===== config.mk =====
export PLATFORM = sky130hd
export DESIGN_NAME = mmio_led_ctrl
export DESIGN_NICKNAME = d
export VERILOG_FILES = /design/src/rtl/mmio_pkg.sv /design/src/rtl/pwm_timebase.sv /design/src/rtl/mmio_led_ctrl.sv
export SDC_FILE = /design/constraint.sdc
export NUM_CORES = 1
export LEC_CHECK = 0
export CORE_ASPECT_RATIO = 0.9
export CORE_MARGIN = 2
export CORE_UTILIZATION = 45
export DETAILED_ROUTE_END_ITERATION = 8
export HOLD_SLACK_MARGIN = 0.06
export PLACE_DENSITY = 0.71
export SLEW_MARGIN = 5
export SYNTH_ARGS = -nofsm -noshare
export SYNTH_HDL_FRONTEND = slang
export SYNTH_HIERARCHICAL = 1
export SYNTH_SLANG_ARGS = --single-unit

===== constraint.sdc =====
create_clock -name clk -period 5.3 [get_ports clk]
set_input_delay 1.06 -clock clk [delete_from_list [all_inputs] [get_ports clk]]
set_output_delay 1.06 -clock clk [all_outputs]
set_load 0.01 [all_outputs]

===== src/rtl/mmio_pkg.sv =====
// Shared definitions for the memory-mapped LED/channel controller:
// channel modes, register offsets and register field positions.
package mmio_pkg;

   // Channel output modes (CHn[1:0])
   localparam logic [1:0] MODE_OFF   = 2'd0;
   localparam logic [1:0] MODE_ON    = 2'd1;
   localparam logic [1:0] MODE_PWM   = 2'd2;
   localparam logic [1:0] MODE_BLINK = 2'd3;

   // Register word offsets; STATUS sits directly after the last channel
   localparam int unsigned ADDR_CTRL = 0;
   localparam int unsigned ADDR_CH0  = 1;

   // CTRL fields
   localparam int unsigned CTRL_EN_BIT    = 0;
   localparam int unsigned CTRL_PRESC_LSB = 8;
   localparam int unsigned CTRL_PRESC_W   = 16;

   // CHn fields
   localparam int unsigned CH_MODE_LSB = 0;
   localparam int unsigned CH_MODE_W   = 2;
   localparam int unsigned CH_DUTY_LSB = 2;

endpackage


===== src/rtl/pwm_timebase.sv =====
// Shared timebase: prescaler, free-running PWM counter and blink phase.
// Everything is held at zero while the controller is disabled.
module pwm_timebase
   import mmio_pkg::*;
#(
   parameter int unsigned PWM_BITS = 8
) (
   input  logic                    clk,
   input  logic                    rst,
   input  logic                    en,
   input  logic [CTRL_PRESC_W-1:0] presc,
   input  logic                    presc_wr,
   output logic [PWM_BITS-1:0]     pwm_cnt,
   output logic                    blink_ph,
   output logic                    tick
);

   localparam logic [PWM_BITS-1:0] PwmMax = '1;

   logic [CTRL_PRESC_W-1:0] pre_cnt_q, pre_cnt_d;
   logic [PWM_BITS-1:0]     pwm_cnt_q, pwm_cnt_d;
   logic                    blink_q, blink_d;

   // Next-state: tick uses the current prescaler value, so a CTRL write on a tick
   // edge still advances the counters and the new PRESC applies from the next cycle.
   always_comb begin
      tick      = en && (pre_cnt_q == presc);
      pre_cnt_d = pre_cnt_q + CTRL_PRESC_W'(1);
      pwm_cnt_d = pwm_cnt_q;
      blink_d   = blink_q;
      if (tick || presc_wr) begin
         pre_cnt_d = '0;
      end
      if (tick) begin
         pwm_cnt_d = pwm_cnt_q + PWM_BITS'(1);
         if (pwm_cnt_q == PwmMax) begin
            blink_d = ~blink_q;
         end
      end
      if (!en) begin
         pre_cnt_d = '0;
         pwm_cnt_d = '0;
         blink_d   = 1'b0;
      end
   end

   // Counter state with synchronous reset
   always_ff @(posedge clk) begin
      if (rst) begin
         pre_cnt_q <= '0;
         pwm_cnt_q <= '0;
         blink_q   <= 1'b0;
      end else begin
         pre_cnt_q <= pre_cnt_d;
         pwm_cnt_q <= pwm_cnt_d;
         blink_q   <= blink_d;
      end
   end

   assign pwm_cnt  = pwm_cnt_q;
   assign blink_ph = blink_q;

endmodule


===== src/rtl/mmio_led_ctrl.sv =====
// Memory-mapped channel controller: register file, address decode, single-cycle
// response register and per-channel OFF/ON/PWM/BLINK output stage.
module mmio_led_ctrl
   import mmio_pkg::*;
#(
   parameter int unsigned NUM_CH    = 8,
   parameter int unsigned BUS_WIDTH = 32,
   parameter int unsigned ADDR_W    = 6,
   parameter int unsigned PWM_BITS  = 8
) (
   input  logic                 clk,
   input  logic                 rst,
   input  logic                 req_valid,
   input  logic                 req_we,
   input  logic [ADDR_W-1:0]    req_addr,
   input  logic [BUS_WIDTH-1:0] req_wdata,
   output logic                 rsp_valid,
   output logic                 rsp_err,
   output logic [BUS_WIDTH-1:0] rsp_rdata,
   output logic [NUM_CH-1:0]    io_out
);

   localparam logic [ADDR_W-1:0] AddrCtrl   = ADDR_W'(ADDR_CTRL);
   localparam logic [ADDR_W-1:0] AddrStatus = ADDR_W'(ADDR_CH0 + NUM_CH);

   // Register file
   logic                                 ctrl_en_q;
   logic [CTRL_PRESC_W-1:0]              ctrl_presc_q;
   logic [NUM_CH-1:0][CH_MODE_W-1:0]     ch_mode_q;
   logic [NUM_CH-1:0][PWM_BITS-1:0]      ch_duty_q;

   // Decode
   logic                 hit_ctrl, hit_status, req_err, wr_ok, ctrl_wr;
   logic [NUM_CH-1:0]    hit_ch, ch_wr;
   logic [BUS_WIDTH-1:0] rdata_d;

   // Response and output registers
   logic                 rsp_valid_q, rsp_err_q;
   logic [BUS_WIDTH-1:0] rsp_rdata_q;
   logic [NUM_CH-1:0]    io_d, io_q;

   // Timebase
   logic [PWM_BITS-1:0]  pwm_cnt;
   logic                 blink_ph;
   logic                 unused_tick;
   logic                 unused_wdata;

   // Only some write-data bits map to register fields; the rest are ignored.
   assign unused_wdata = ^req_wdata;

   pwm_timebase #(
      .PWM_BITS (PWM_BITS)
   ) u_timebase (
      .clk      (clk),
      .rst      (rst),
      .en       (ctrl_en_q),
      .presc    (ctrl_presc_q),
      .presc_wr (ctrl_wr),
      .pwm_cnt  (pwm_cnt),
      .blink_ph (blink_ph),
      .tick     (unused_tick)
   );

   // Address decode, error detection and read-data mux from current register values
   always_comb begin
      hit_ctrl   = (req_addr == AddrCtrl);
      hit_status = (req_addr == AddrStatus);
      hit_ch     = '0;
      for (int n = 0; n < NUM_CH; n++) begin
         hit_ch[n] = (req_addr == ADDR_W'(ADDR_CH0 + n));
      end
      req_err = !(hit_ctrl || hit_status || (|hit_ch)) || (req_we && hit_status);
      wr_ok   = req_valid && req_we && !req_err;
      ctrl_wr = wr_ok && hit_ctrl;
      ch_wr   = {NUM_CH{wr_ok}} & hit_ch;

      rdata_d = '0;
      if (req_valid && !req_we && !req_err) begin
         if (hit_ctrl) begin
            rdata_d[CTRL_EN_BIT]                   = ctrl_en_q;
            rdata_d[CTRL_PRESC_LSB +: CTRL_PRESC_W] = ctrl_presc_q;
         end
         if (hit_status) begin
            rdata_d[PWM_BITS-1:0] = pwm_cnt;
            rdata_d[PWM_BITS]     = blink_ph;
         end
         for (int n = 0; n < NUM_CH; n++) begin
            if (hit_ch[n]) begin
               rdata_d[CH_MODE_LSB +: CH_MODE_W] = ch_mode_q[n];
               rdata_d[CH_DUTY_LSB +: PWM_BITS]  = ch_duty_q[n];
            end
         end
      end
   end

   // Register file writes; erroneous requests leave all state untouched
   always_ff @(posedge clk) begin
      if (rst) begin
         ctrl_en_q    <= 1'b0;
         ctrl_presc_q <= '0;
         ch_mode_q    <= '0;
         ch_duty_q    <= '0;
      end else begin
         if (ctrl_wr) begin
            ctrl_en_q    <= req_wdata[CTRL_EN_BIT];
            ctrl_presc_q <= req_wdata[CTRL_PRESC_LSB +: CTRL_PRESC_W];
         end
         for (int n = 0; n < NUM_CH; n++) begin
            if (ch_wr[n]) begin
               ch_mode_q[n] <= req_wdata[CH_MODE_LSB +: CH_MODE_W];
               ch_duty_q[n] <= req_wdata[CH_DUTY_LSB +: PWM_BITS];
            end
         end
      end
   end

   // Response register: every request answers exactly one cycle later
   always_ff @(posedge clk) begin
      if (rst) begin
         rsp_valid_q <= 1'b0;
         rsp_err_q   <= 1'b0;
         rsp_rdata_q <= '0;
      end else begin
         rsp_valid_q <= req_valid;
         rsp_err_q   <= req_valid && req_err;
         rsp_rdata_q <= rdata_d;
      end
   end

   // Per-channel output select; disabled controller forces every channel low
   always_comb begin
      io_d = '0;
      for (int n = 0; n < NUM_CH; n++) begin
         unique case (ch_mode_q[n])
            MODE_OFF:   io_d[n] = 1'b0;
            MODE_ON:    io_d[n] = 1'b1;
            MODE_PWM:   io_d[n] = (pwm_cnt < ch_duty_q[n]);
            MODE_BLINK: io_d[n] = blink_ph;
            default:    io_d[n] = 1'b0;
         endcase
      end
      if (!ctrl_en_q) begin
         io_d = '0;
      end
   end

   // Registered channel outputs
   always_ff @(posedge clk) begin
      if (rst) begin
         io_q <= '0;
      end else begin
         io_q <= io_d;
      end
   end

   assign rsp_valid = rsp_valid_q;
   assign rsp_err   = rsp_err_q;
   assign rsp_rdata = rsp_rdata_q;
   assign io_out    = io_q;

endmodule


==> impl_metrics.toml, run 1 <==
[status]
status = "finished clean"

[clock_tree]
clk_path_buf_depth = 2
clock-sinks = 156
cts_max_level = 4
tritoncts = "built"
root_buffer = "clkbuf_16"
insertion_delay_ns = 0.44
cts_buffers = 17
clk_pin_slew_worst_paths_ns = 0.07
cts_setup_buffers = 0
hold_buffers = 0
cts.repair.resized = 0

[power]
p_leak_nw = 3.29
ir_drop_uv = 224
p_per_area_nw_per_um2 = 262

[die]
initial_utilization_pct = 46.4
io_pins = 84
die_area_um2 = 19400
die_height_um = 132
core_region_area_um2 = 17800
placementRows = 46
fp.dieW_um = 147

[critical_path]
startpoint = "req_addr[2]"
crit_type = "in2reg"
cp_max_fo = 18
cp-end-kind = "flip-flop"
timing.rr.start = "u_timebase/pwm_cnt[4]$_SDFFE_PP0P_"
cp.required_ns = 5.66
startpoint_type = "input pin"
arrival_ns = 4.07

[global_route]
gr-total-overflow = 0
grt_pass1_vias = 6679
groute.usage.overall_pct = 24.2
antenna_found_initial = 0
grt_max_degree = 85
grt_pass1_wl_um = 37000

[synthesis]
yosys_warnings = 6
avgSynthCellArea_um2 = 8.81
syn-cell-area_um2 = 8250
syn_inst = 937

[final_layout]
antenna_cells = 0
final_common_cell = "dfxtp_1"
drive_gt1_share_pct = 7.49
area_growth_pct = 16.6
layout_common_cells = "dfxtp_1 (156), nand2_1 (97), nor2_1 (91)"
multiInputGateArea_um2 = 4630
stdcell_count = 1228
regArea_um2 = 3120
fillers = 1652
final_nets = 1075

[timing]
maxSlewViolCount = 0
fin_crit_sh_pct = 70.0
finalSetupTns_ns = 0
finalSetupViolations = 0
worst_pin_slew_ns = 0.917
fmax_mhz = 269
clock_skew_ns = 0.0133
slew_headroom_pct = 38.3
period_needed_ns = 3.71
rsz0062_at_grt = "false"
hold_viol = 0

[job]
max_cap_viol_count = 0

[placed_design]
dpl.hpwl_um = 16100
place.gp.congestion = 0.937
io_buffers = 67
post-place-cells = 1196

[drt]
finalWirelength_um = 23000
wl_per_cell_um = 18.8
dr.pass1.iters = 5
post_drt_via_cell_ratio = 5.73
dr_wl_met2_um = 9660
drtAntennaViolNets = 0
drtIter0Drc = 843
wl_met3_um = 1980
top_layer = "met4"
vias = 7035
wl_met1_um = 11000
drc = 0

[worst_hold_path]
min_path_type = "reg2reg"
worstHoldStart = "ch_duty_q[10]$_SDFFE_PP0P_"
-- report_power, final --
group	internal (mW)	total, mW	switching (mW)
clock	0.641	1.24	0.598
combinational	0.0380	0.110	0.0720
sequential	1.17	1.17	0.000623
-- through the flow --
step	cell area, µm²	setup WS [ns]	hold WS [ns]	utilization [%]	total power [mW]
2_1_floorplan	8280	2.69	0.436	-	1.26
3_3_place_gp	9020	1.29	0.443	50.7	1.31
3_5_place_dp	9020	1.24	0.447	50.7	1.31
4_1_cts	9620	1.69	0.456	54.1	2.54
5_1_grt	9620	1.39	0.474	54.1	2.60
6_report	9620	1.59	0.456	54.1	2.52
-- final timing paths --
kind                                 to  slack, ns  depth (start not counted)
min          ch_duty_q[10]$_SDFFE_PP0P_       0.46                          2
max          ch_duty_q[47]$_SDFFE_PP0P_       1.59                          6
max reg2reg        io_out[3]$_SDFF_PP0_       3.00                          6
min reg2reg  ch_duty_q[10]$_SDFFE_PP0P_       0.46                          2
-- worst max-delay path: stages --
cell and delay (ns):
clkdlybuf4s50_1 0.81, o21ai_1 0.41, nand4_1 0.57, nor3_2 0.93, nand2_1 0.12, a21oi_1 0.16
-- layout make-up --
type,count,area share [%]
timing repair buffer,77,7.67
tap,240,3.12
clock buffer,17,4.42
multi-input combinational,662,48.1
sequential,156,32.5
clock inverter,15,1.85
inverter,61,2.38
-- registers in the layout, summed over array words and instances, names as in the netlist, 8 cells and up --
signal and count:
ch_duty_q 64, rsp_rdata 24, ch_mode_q 16, ctrl_presc_q 16
u_timebase/pre_cnt_q 16, io_out 8, u_timebase/pwm_cnt 8
-- metal layers --
layer,up-vias,global-route usage (%)
met1,3344,35.6
met3,36,5.66
met4,0,7.71
li1,3345,-
met2,310,34.8
met5,-,0
Note: power is estimated with default switching activity, not from simulation.
==> run 2, diff against run 1 <==
==> constraint.sdc (replaced) <==
create_clock -name clk -period 3.49 [get_ports clk]
set_input_delay 0.698 -clock clk [delete_from_list [all_inputs] [get_ports clk]]
set_output_delay 0.698 -clock clk [all_outputs]
set_load 0.01 [all_outputs]
==> run 2 against run 1 <==
  * Total power grew 52%
  * Global-route usage shrank 0.15 points
  * Critical endpoint is now ch_duty_q[59]$_SDFFE_PP0P_
  * Critical path depth is the same
  * Cell count grew 1.4%
  * Count of clock-buffer cells in the layout is the same
  * Hold slack is essentially flat
  * Sequential power grew 52%
==> impl_metrics.toml, run 2 (synthesis results as in run 1) <==
[critical_path]
cpPeakStageDelay_ns = 0.90
critPathSlowestCell = "nor3_2"
crit_path_end = "ch_duty_q[59]$_SDFFE_PP0P_"
cp_max_fo = 10
crit_type = "in2reg"
timing.rr.start = "u_timebase/pwm_cnt[4]$_SDFFE_PP0P_"
startpoint = "req_addr[3]"
arrival_ns = 3.08
crit_chain = "clkdlybuf4s50_1 > nor4b_2 > and2_1 > nor3_2 > mux2i_1 > nor2_1"
reg2reg_to = "io_out[1]$_SDFF_PP0_"
startpoint_type = "input pin"
cp.required_ns = 3.78
reg2reg_depth = 6
cp-end-kind = "flip-flop"
regToRegSetupSlack_ns = 1.27

[final_layout]
largest_reg_flops = 64
final_nets = 1092
multiInputGateArea_um2 = 4630
layout_common_cells = "dfxtp_1 (156), nand2_1 (97), nor2_1 (91)"
drive_gt1_share_pct = 9.05
fillers = 1561
top_register = "ch_duty_q"
final_core_util_pct = 54.8
regArea_um2 = 3120
antenna_cells = 0
area_growth_pct = 18.2
final_common_cell = "dfxtp_1"

[die]
initial_utilization_pct = 46.4
fp.dieW_um = 147
die_height_um = 132
placementRows = 46
core_region_area_um2 = 17800
die_area_um2 = 19400
io_pins = 84

[clock_tree]
hold_buffers = 0
cts.repair.resized = 0
clk_path_buf_depth = 2
tritoncts = "built"
clk_pin_slew_worst_paths_ns = 0.07
insertion_delay_ns = 0.44
cts_setup_buffers = 0
root_buffer = "clkbuf_16"
cts_max_level = 4
clock-sinks = 156
cts_buffers = 17

[placed_design]
place.gp.congestion = 0.940
dpl.hpwl_um = 16200
pre_cts_slack_ns = 0.317
io_buffers = 67

[drt]
vias = 7043
drc = 0
post_drt_via_cell_ratio = 5.66
drtAntennaViolNets = 0
dr.pass1.iters = 6
finalWirelength_um = 23000
wl_per_cell_um = 18.5
drtIter0Drc = 701

[global_route]
groute.usage.overall_pct = 24.0
grt_pass1_vias = 6482
antenna_found_initial = 0
grt_pass1_wl_um = 36600
gr-total-overflow = 0
grt_max_degree = 78

[timing]
period_needed_ns = 2.79
finalSetupViolations = 0
worst_pin_slew_ns = 1.09
slew_headroom_pct = 26.9
finalSetupTns_ns = 0
rsz0062_at_grt = "false"
hold_viol = 0
maxSlewViolCount = 0
setup_ws_ns = 0.695
fmax_mhz = 358
clock_skew_ns = 0.0121
fin_crit_sh_pct = 80.1

[status]
status = "finished clean"

[power]
p_leak_nw = 3.38
p_per_area_nw_per_um2 = 393
power_mw = 3.83
ir_drop_uv = 338

[job]
max_cap_viol_count = 0

[worst_hold_path]
min_path_type = "reg2reg"
worstHoldStart = "ch_duty_q[9]$_SDFFE_PP0P_"
==> run 2: changes by cell type in the layout (fill, tap and decap cells not counted) <==
cell	change
inv_6	-1
inv_8	-1
clkinv_8	+1
buf_4	+17
clkinvlp_4	-1
clkinv_4	+2
==> run 2: worst max-delay path, delay by kind of cell <==
kind,cells,cell delay (ns)
muxes,1,0.28
and+or+nand+nor,4,1.51
buffers and inverters,1,0.58
==> run 2: worst min-delay path by stage <==
stage,endpoint,cells past startpoint
after global routing,ch_duty_q[14]$_SDFFE_PP0P_,2
after global placement,ch_duty_q[10]$_SDFFE_PP0P_,2
after detailed placement,ch_duty_q[14]$_SDFFE_PP0P_,2
final,ch_duty_q[9]$_SDFFE_PP0P_,2
after CTS,ch_duty_q[14]$_SDFFE_PP0P_,2
after floorplan,ch_duty_q[10]$_SDFFE_PP0P_,2
==> run 2: layout make-up <==
| class | count | share of cell area, % |
|---|---|---|
| inverters | 61 | 2.35 |
| clock buffers | 17 | 4.36 |
| flip-flops and latches | 156 | 32.0 |
| clock inverters | 15 | 1.89 |
| multi-input cells | 662 | 47.4 |
| repair buffers | 94 | 8.88 |
| well taps | 240 | 3.08 |
==> run 2: stage by stage <==
step	std cells	hold slack (ns)	area, µm²
global route	1245	0.487	9750
CTS	1245	0.460	9750
finish	1245	0.456	9750
floorplan	944	0.436	8280
detailed placement	1213	0.451	9140
global placement	1213	0.445	9140
==> run 2: layer usage <==
metal	track usage, %	vias up	wire length (µm)
met2	34.0	360	9540
met3	4.62	36	2200
met1	36.5	3265	10800
li1	-	3382	-
met4	7.61	0	479
met5	0	-	0
==> run 2: power breakdown <==
part | leakage, nW | internal [mW] | total [mW] | switching, mW
logic | 1.83 | 0.0639 | 0.177 | 0.113
registers | 1.26 | 1.78 | 1.78 | 0.000915
clock network | 0.296 | 0.974 | 1.87 | 0.899
==> run 3, diff against run 2 <==
==> constraint.sdc (replaced) <==
create_clock -name clk -period 2.8 [get_ports clk]
set_input_delay 0.56 -clock clk [delete_from_list [all_inputs] [get_ports clk]]
set_output_delay 0.56 -clock clk [all_outputs]
set_load 0.01 [all_outputs]
==> run 3 against run 2 <==
  * First-iteration DRC count fell by 2.3%
  * Clock power rose by 25%
  * Utilization rose by 1.2 points
  * Register-to-register slack got worse by 0.74 ns
  * Cell count rose by 1.9%
  * Total power rose by 25%
  * Clock skew rose by 0.0025 ns
  * Critical endpoint is now rsp_rdata[2]$_SDFF_PP0_
  * Largest cell class unchanged
==> impl_metrics.toml, run 3 (synthesis results as in run 1) <==
[critical_path]
critPathSlowestCell = "clkdlybuf4s50_1"
reg2reg_depth = 6
cp_max_fo = 7
startpoint_type = "input pin"
cp-end-kind = "flip-flop"
critPathBufInv = 2
regToRegSetupSlack_ns = 0.53
crit_type = "in2reg"
crit_family = "simple AND/OR/NAND/NOR gates"
cpPeakStageDelay_ns = 0.56
critical_path_depth = 7
cp.required_ns = 3.15
crit_chain = "clkdlybuf4s50_1 > nor4b_2 > and2_1 > buf_4 > a221oi_1 > or3_1 > a31oi_1"
arrival_ns = 2.96

[power]
combinationalPowerShare_pct = 5.0
p_int_mw = 3.53
p_per_area_nw_per_um2 = 482
power_frac_clock_pct = 48.7
power_mw = 4.80
p_leak_nw = 3.50
ir_drop_uv = 383
sw_frac_of_total_pct = 26.4
p_sw_mw = 1.27
seqPwrFrac_pct = 46.3

[drt]
drc = 0
dr.pass1.iters = 5
finalWirelength_um = 24000
vias = 7154
wl_per_cell_um = 18.9
drtIter0Drc = 685
drtAntennaViolNets = 0
post_drt_via_cell_ratio = 5.64

[final_layout]
drive_gt1_share_pct = 11.2
antenna_cells = 0
final_core_util_pct = 56.0
layout_common_cells = "dfxtp_1 (156), nand2_1 (97), nor2_1 (91)"
top_register = "ch_duty_q"
fillers = 1575
area_growth_pct = 20.7
final_nets = 1116
largest_reg_flops = 64
stdcell_area_um2 = 9960
final_common_cell = "dfxtp_1"

[global_route]
antenna_found_initial = 0
groute.usage.overall_pct = 25.1
grt_pass1_wl_um = 37600
grt_pass1_vias = 6798
grt_max_degree = 63
gr-total-overflow = 0

[timing]
maxSlewViolCount = 0
clock_skew_ns = 0.0146
rsz0062_at_grt = "false"
worst_pin_slew_ns = 0.783
slew_headroom_pct = 47.6
finalSetupViolations = 0
fmax_mhz = 383
whs_ns = 0.466
period_needed_ns = 2.61
setup_ws_ns = 0.188
fin_crit_sh_pct = 93.3
hold_viol = 0

[clock_tree]
hold_buffers = 0
insertion_delay_ns = 0.44
root_buffer = "clkbuf_16"
clk_path_buf_depth = 2
cts_max_level = 4
clk_pin_slew_worst_paths_ns = 0.07
clock-sinks = 156
tritoncts = "built"
cts_buffers = 17

[worst_hold_path]
whs_path_depth = 2
min_path_type = "reg2reg"

[status]
status = "finished clean"

[die]
io_pins = 84
core_region_area_um2 = 17800
initial_utilization_pct = 46.4
die_height_um = 132
die_area_um2 = 19400
placementRows = 46
fp.dieW_um = 147

[placed_design]
io_buffers = 67
dpl.hpwl_um = 17300
pre_cts_slack_ns = -0.343
place.gp.congestion = 0.957
placed_area_um2 = 9340

[job]
max_cap_viol_count = 0
[run 3: cell count changes in the layout (fill, tap and decap cells not counted), sizes merged]
cell,before,now
clkinvlp,0,1
clkinv,7,5
buf,29,53
inv,69,70
[run 3: metrics by stage]
step	setup TNS [ns]	instances
2_1_floorplan	0	944
3_3_place_gp	-6.92	1237
3_5_place_dp	-9.68	1237
4_1_cts	0	1269
5_1_grt	0	1269
6_report	0	1269
[run 3: final timing paths]
path | endpoint | startpoint
setup / recovery | rsp_rdata[2]$_SDFF_PP0_ | req_addr[4]
hold / removal | ch_duty_q[42]$_SDFFE_PP0P_ | ch_duty_q[42]$_SDFFE_PP0P_
setup reg to reg | io_out[1]$_SDFF_PP0_ | u_timebase/pwm_cnt[4]$_SDFFE_PP0P_
hold reg to reg | ch_duty_q[42]$_SDFFE_PP0P_ | ch_duty_q[42]$_SDFFE_PP0P_
[run 3: routing by layer]
metal	up-vias	track usage [%]	wire [µm]
li1	3430	-	-
met1	3370	36.1	11200
met2	310	36.1	10100
met3	44	7.21	2190
met4	0	7.87	477
met5	-	0	0
[run 3: cell type report]
type	instances	area (µm²)	share of cell area, %
multi-input cells	662	4640	46.6
repair buffers	118	1060	10.6
clock buffers	17	425	4.27
well taps	240	300	3.01
flip-flops and latches	156	3120	31.3
clock inverters	15	183	1.83
inverters	61	229	2.30
[run 3: power groups by stage]
stage	Sequential [mW]	Combinational, mW	Clock, mW
after floorplan	2.27	0.117	0
after global placement	2.27	0.232	0
after detailed placement	2.27	0.233	0
after CTS	2.22	0.235	2.37
after global routing	2.22	0.255	2.47
final	2.22	0.242	2.34
[run 3: timing repair]
item	in CTS	in global routing
buffers inserted	0	0
resized for setup	0	3
endpoints found under the setup margin	0	14
[run 3: tightest hold or removal path, stage by stage, from the launching register on]
cell     delay (ns)
dfxtp_1        0.31
nand2_1        0.05
a21oi_1        0.06
